<file path="src/rtl/jk_bank_sequencer.sv">
// Round-robin command sequencer that drives a bank of JK flip-flops.
// Each command becomes per-bit J/K drive vectors. COUNT steps read the
// bank's Q outputs back to build the increment toggle mask.
module jk_bank_sequencer #(
   parameter int unsigned WIDTH = 8
) (
   input  logic             clk,
   input  logic             reset,
   input  logic             req0_valid,
   input  logic [2:0]       req0_op,
   input  logic [WIDTH-1:0] req0_data,
   output logic             req0_ready,
   input  logic             req1_valid,
   input  logic [2:0]       req1_op,
   input  logic [WIDTH-1:0] req1_data,
   output logic             req1_ready,
   input  logic [WIDTH-1:0] q_in,
   output logic [WIDTH-1:0] jk_j,
   output logic [WIDTH-1:0] jk_k,
   output logic             busy,
   output logic             done,
   output logic             grant_id
);

   localparam logic [1:0] ST_IDLE   = 2'd0;
   localparam logic [1:0] ST_DRIVE  = 2'd1;
   localparam logic [1:0] ST_SETTLE = 2'd2;

   localparam logic [2:0] OP_CLEAR  = 3'd1;
   localparam logic [2:0] OP_SET    = 3'd2;
   localparam logic [2:0] OP_LOAD   = 3'd3;
   localparam logic [2:0] OP_TOGGLE = 3'd4;
   localparam logic [2:0] OP_COUNT  = 3'd5;

   logic [1:0]       state_q, state_d;
   logic [WIDTH-1:0] j_q, j_d;
   logic [WIDTH-1:0] k_q, k_d;
   logic [WIDTH-1:0] cnt_q, cnt_d;
   logic             busy_q, busy_d;
   logic             done_q, done_d;
   logic             gid_q, gid_d;
   logic             last_q, last_d;

   logic             grant0_c, grant1_c;
   logic [2:0]       sel_op_c;
   logic [WIDTH-1:0] sel_data_c;
   logic [WIDTH-1:0] q_mask_c;
   logic [WIDTH-1:0] sel_mask_c;

   // Toggle mask of a binary increment: bit i flips when all lower bits are one.
   function automatic logic [WIDTH-1:0] inc_mask(input logic [WIDTH-1:0] q);
      logic [WIDTH-1:0] m;
      m[0] = 1'b1;
      for (int unsigned i = 1; i < WIDTH; i++) begin
         m[i] = m[i-1] & q[i-1];
      end
      return m;
   endfunction

   // Round-robin arbitration: on contention the requester not served last wins.
   always_comb begin
      grant0_c   = req0_valid & (~req1_valid | last_q);
      grant1_c   = req1_valid & ~grant0_c;
      sel_op_c   = grant1_c ? req1_op   : req0_op;
      sel_data_c = grant1_c ? req1_data : req0_data;
      q_mask_c   = inc_mask(q_in);
      sel_mask_c = q_mask_c;
   end

   assign req0_ready = (state_q == ST_IDLE) & grant0_c;
   assign req1_ready = (state_q == ST_IDLE) & grant1_c;

   // Next-state, drive pattern and step counter.
   always_comb begin
      state_d = state_q;
      j_d     = '0;
      k_d     = '0;
      cnt_d   = cnt_q;
      done_d  = 1'b0;
      gid_d   = gid_q;
      last_d  = last_q;
      case (state_q)
         ST_IDLE: begin
            if (grant0_c | grant1_c) begin
               gid_d  = grant1_c;
               last_d = grant1_c;
               cnt_d  = (sel_op_c == OP_COUNT) ? sel_data_c : WIDTH'(1);
               if ((sel_op_c == OP_COUNT) && (sel_data_c == '0)) begin
                  // Zero-step count completes without ever driving the bank.
                  state_d = ST_SETTLE;
                  done_d  = 1'b1;
               end else begin
                  state_d = ST_DRIVE;
                  case (sel_op_c)
                     OP_CLEAR:  begin j_d = '0;         k_d = '1;          end
                     OP_SET:    begin j_d = '1;         k_d = '0;          end
                     OP_LOAD:   begin j_d = sel_data_c; k_d = ~sel_data_c; end
                     OP_TOGGLE: begin j_d = sel_data_c; k_d = sel_data_c;  end
                     OP_COUNT:  begin j_d = sel_mask_c; k_d = sel_mask_c;  end
                     default:   begin j_d = '0;         k_d = '0;          end
                  endcase
               end
            end
         end
         ST_DRIVE: begin
            state_d = ST_SETTLE;
            cnt_d   = cnt_q - WIDTH'(1);
            done_d  = (cnt_q == WIDTH'(1));
         end
         ST_SETTLE: begin
            if (cnt_q == '0) begin
               state_d = ST_IDLE;
            end else begin
               state_d = ST_DRIVE;
               j_d     = q_mask_c;
               k_d     = q_mask_c;
            end
         end
         default: state_d = ST_IDLE;
      endcase
      busy_d = (state_d != ST_IDLE);
   end

   // State and output registers with synchronous active-low reset.
   always_ff @(posedge clk) begin
      if (!reset) begin
         state_q <= ST_IDLE;
         j_q     <= '0;
         k_q     <= '0;
         cnt_q   <= '0;
         busy_q  <= 1'b0;
         done_q  <= 1'b0;
         gid_q   <= 1'b0;
         last_q  <= 1'b1;
      end else begin
         state_q <= state_d;
         j_q     <= j_d;
         k_q     <= k_d;
         cnt_q   <= cnt_d;
         busy_q  <= busy_d;
         done_q  <= done_d;
         gid_q   <= gid_d;
         last_q  <= last_d;
      end
   end

   assign jk_j     = j_q;
   assign jk_k     = k_q;
   assign busy     = busy_q;
   assign done     = done_q;
   assign grant_id = gid_q;

endmodule

</file>
<file path="config.mk">
export PLATFORM = sky130hd
export DESIGN_NAME = jk_bank_sequencer
export DESIGN_NICKNAME = d
export VERILOG_FILES = /design/src/rtl/jk_bank_sequencer.sv
export SDC_FILE = /design/constraint.sdc
export NUM_CORES = 1
export LEC_CHECK = 0
export ABC_AREA = 0
export CORE_ASPECT_RATIO = 1.1
export CORE_MARGIN = 4
export CORE_UTILIZATION = 49
export CTS_CLUSTER_SIZE = 20
export DETAILED_ROUTE_END_ITERATION = 16
export HOLD_SLACK_MARGIN = 0.12
export PLACE_DENSITY = 0.89
export SLEW_MARGIN = 15
export SYNTH_ARGS = -nofsm -noshare
export SYNTH_HDL_FRONTEND = slang
export SYNTH_SLANG_ARGS = --single-unit
export TNS_END_PERCENT = 10
</file>
<file path="constraint.sdc">
create_clock -name clk -period 2.1 [get_ports clk]
set_input_delay 0.42 -clock clk [delete_from_list [all_inputs] [get_ports clk]]
set_output_delay 0.42 -clock clk [all_outputs]
set_load 0.01 [all_outputs]
</file>
==> flow_summary.json, run 1 <==
{
  "place.gp.congestion": 0.942,
  "crit_path_start_kind": "input port",
  "yosysUniqueCellTypes": 54,
  "clk_pin_slew_worst_paths_ns": 0.06,
  "core_area_um2": 4050,
  "clockBufferDepth": 2,
  "leakagePower_nw": 1.33,
  "yosysTopAreaCell": "dfxtp_1",
  "synth.area.top_cells": "dfxtp_1 29%, mux2i_1 6.2%, a21oi_1 4.8%",
  "cts_setup_buffers": 0,
  "postRouteAntennaNets": 0,
  "yosysWarningCount": 0,
  "worstPathMaxFanout": 11,
  "grt_usage_pct": 28.9,
  "tightest_slew_ns": 0.451,
  "synth_edf_count": 0,
  "synth.net_count": 301,
  "wirelength_mm": 7.79,
  "post-route-drc-count": 0,
  "clock_sinks": 30,
  "synth_top_area_share_pct": 28.5,
  "fillers": 298,
  "rsz0062_at_grt": "yes",
  "portBuffers": 53,
  "period_minus_slack_ns": 2.06,
  "vias": 2687,
  "syn_area_per_cell_um2": 7.98,
  "drtIter0Drc": 374,
  "placed_cells": 424,
  "critPathCaptureType": "flip-flop",
  "overflow": 0,
  "rows": 24,
  "syn_inst": 264,
  "synth_flop_cell": "dfxtp_1",
  "synth.most_common_cell": "dfxtp_1",
  "utilization_pct": 79.9,
  "crit_arrival_ns": 2.21,
  "yosysSeqAreaShare_pct": 28.5,
  "design_power_total_mw": 2.71,
  "grt_start_max_net_pins": 24,
  "cts_max_level": 2,
  "die_y_um": 76.8,
  "layout.nets": 416,
  "ir_drop_mv": 0.740,
  "cts_root_buffer": "clkbuf_8",
  "fin_cells": 432,
  "antenna_found_initial": 0,
  "dieArea_um2": 5410,
  "fin_skew_ns": 0.00659,
  "max_cap_viol_count": 0,
  "die_x_um": 70.5,
  "grt_pass1_vias": 2678,
  "p_per_area_nw_per_um2": 837,
  "avgRoutedWirePerCell_um": 18.0,
  "synthArstFlopShare_pct": 0,
  "setup_viol": 0,
  "synthToLayoutAreaGrowth_pct": 53.8,
  "finalCritPeriodShare_pct": 97.9,
  "netlist_area_um2": 2110,
  "hold_class": "reg2reg",
  "initial_core_util_pct": 51.9,
  "synth_common_cells": "30 x dfxtp_1, 26 x nand2_1, 20 x a21oi_1",
  "required_ns": 2.26,
  "layout-drive-gt1-share_pct": 24.5,
  "outcome": "finished clean",
  "critical_path_class": "in2reg",
  "max_slew_margin_pct": 69.1,
  "tns_ns": 0,
  "diodes": 0,
  "grt_pass1_wl_mm": 12.6,
  "cts_tree": "yes",
  "ys_seq_elements": 30,
  "dp_hpwl_mm": 5.98,
  "cts_buffers": 5,
  "finalHoldViolations": 0,
  "clock_latency_ns": 0.29,
  "firstDrtPassIters": 5,
  "io_pins": 55,
  "max_freq_mhz": 486,
  "viasPerCell": 6.22,
  "slew_viol_final": 0
}
-- state kept, by name, summed over array words and instances, names as in the netlist --
| register | count |
|---|---|
| jk_j | 8 |
| cnt_q | 8 |
| last_q | 1 |
| busy | 1 |
| done | 1 |
| grant_id | 1 |
| state_q | 2 |
| jk_k | 8 |
-- cell usage in the layout (no fill, tap or decap), types with 6 or more instances in the layout --
| cell type | netlist | final |
|---|---|---|
| a21oi_1 | 20 | 20 |
| buf_4 | 1 | 63 |
| clkbuf_8 | 0 | 6 |
| clkdlybuf4s50_1 | 0 | 51 |
| dfxtp_1 | 30 | 30 |
| inv_1 | 7 | 7 |
| mux2i_1 | 13 | 13 |
| nand2_1 | 26 | 26 |
| nand3_1 | 9 | 9 |
| nor2_1 | 17 | 16 |
| nor2b_1 | 8 | 8 |
| nor3_1 | 16 | 15 |
| o21ai_0 | 11 | 10 |
| o21ai_1 | 6 | 7 |
| o22ai_1 | 8 | 8 |
-- metal layers --
layer | track usage (%) | share of wire [%] | up-vias
li1 | - | - | 1234
met3 | 5.88 | 8.5 | 44
met1 | 31.6 | 36 | 1235
met5 | 0 | 0 | -
met2 | 52.7 | 51 | 174
met4 | 13.0 | 4.4 | 0
-- kinds of logic (layout without fill, tap and decap cells) --
logic type      Yosys count  in the layout  synth area share, %
simple gates            111            111                 27.7
mux                      17             17                 8.79
compound gates           86             86                 28.6
xor+xnor                  1              1                0.416
flops                    30             30                 28.5
buf+inv                  16            132                 4.22
fa+ha+maj                 3              3                 1.78
-- worst max-delay path, cell delays in order --
cell and delay [ns]:
clkdlybuf4s50_1 0.47, buf_4 0.13, a21boi_2 0.20, buf_4 0.21
nand3_1 0.09, o221a_2 0.25, nand4b_1 0.28, o21ai_0 0.16
-- where the power goes --
part	internal [mW]	leakage (nW)	switching, mW
Clock	0.263	0.0472	0.229
Combinational	0.669	1.04	0.734
Sequential	0.690	0.245	0.125
Total	1.62	1.33	1.09
-- area by class of cell --
type / instances / area, um^2 / share of cell area, %
clock buffer: 6 / 82.6 / 2.55
clock inverter: 2 / 12.5 / 0.386
inverter: 7 / 26.3 / 0.811
multi-input combinational: 218 / 1440 / 44.3
sequential: 30 / 601 / 18.5
tap: 52 / 65.1 / 2.01
timing repair buffer: 117 / 1020 / 31.4
-- metrics by stage --
stage | cell area (um^2) | setup slack (ns) | hold WS, ns
2_1_floorplan | 2110 | 0.312 | 0.506
3_3_place_gp | 3130 | -0.289 | 0.492
3_5_place_dp | 3130 | -0.316 | 0.515
4_1_cts | 3230 | 0.00125 | 0.526
5_1_grt | 3240 | -0.0317 | 0.570
6_report | 3240 | 0.0434 | 0.529
-- what timing repair did --
| action | 4_1_cts | 5_1_grt |
|---|---|---|
| resized for setup | 5 | 5 |
| endpoints found under the setup margin | 2 | 16 |
| hold buffers | 0 | 0 |
-- final timing paths --
path	start	end	slack (ns)	cells past startpoint
worst min register to register	grant_id$_SDFFE_PN0P_	grant_id$_SDFFE_PN0P_	0.53	2
worst max-delay path	req1_valid	jk_j[4]$_SDFF_PN0_	0.04	8
worst max register to register	cnt_q[2]$_SDFFE_PN0P_	jk_k[3]$_SDFF_PN0_	0.24	5
worst min-delay path	grant_id$_SDFFE_PN0P_	grant_id$_SDFFE_PN0P_	0.53	2
Note: power is estimated with default switching activity, not from simulation.
==> run 2, diff against run 1 <==
--- a/config.mk
+++ b/config.mk
@@ -9,6 +9,7 @@
 export CORE_ASPECT_RATIO = 1.1
 export CORE_MARGIN = 4
 export CORE_UTILIZATION = 49
+export CTS_CLUSTER_DIAMETER = 120
 export CTS_CLUSTER_SIZE = 20
 export DETAILED_ROUTE_END_ITERATION = 16
 export HOLD_SLACK_MARGIN = 0.12
==> results of run 2 <==
Same layout as run 1: the final DEF is identical, and so are final timing and power.
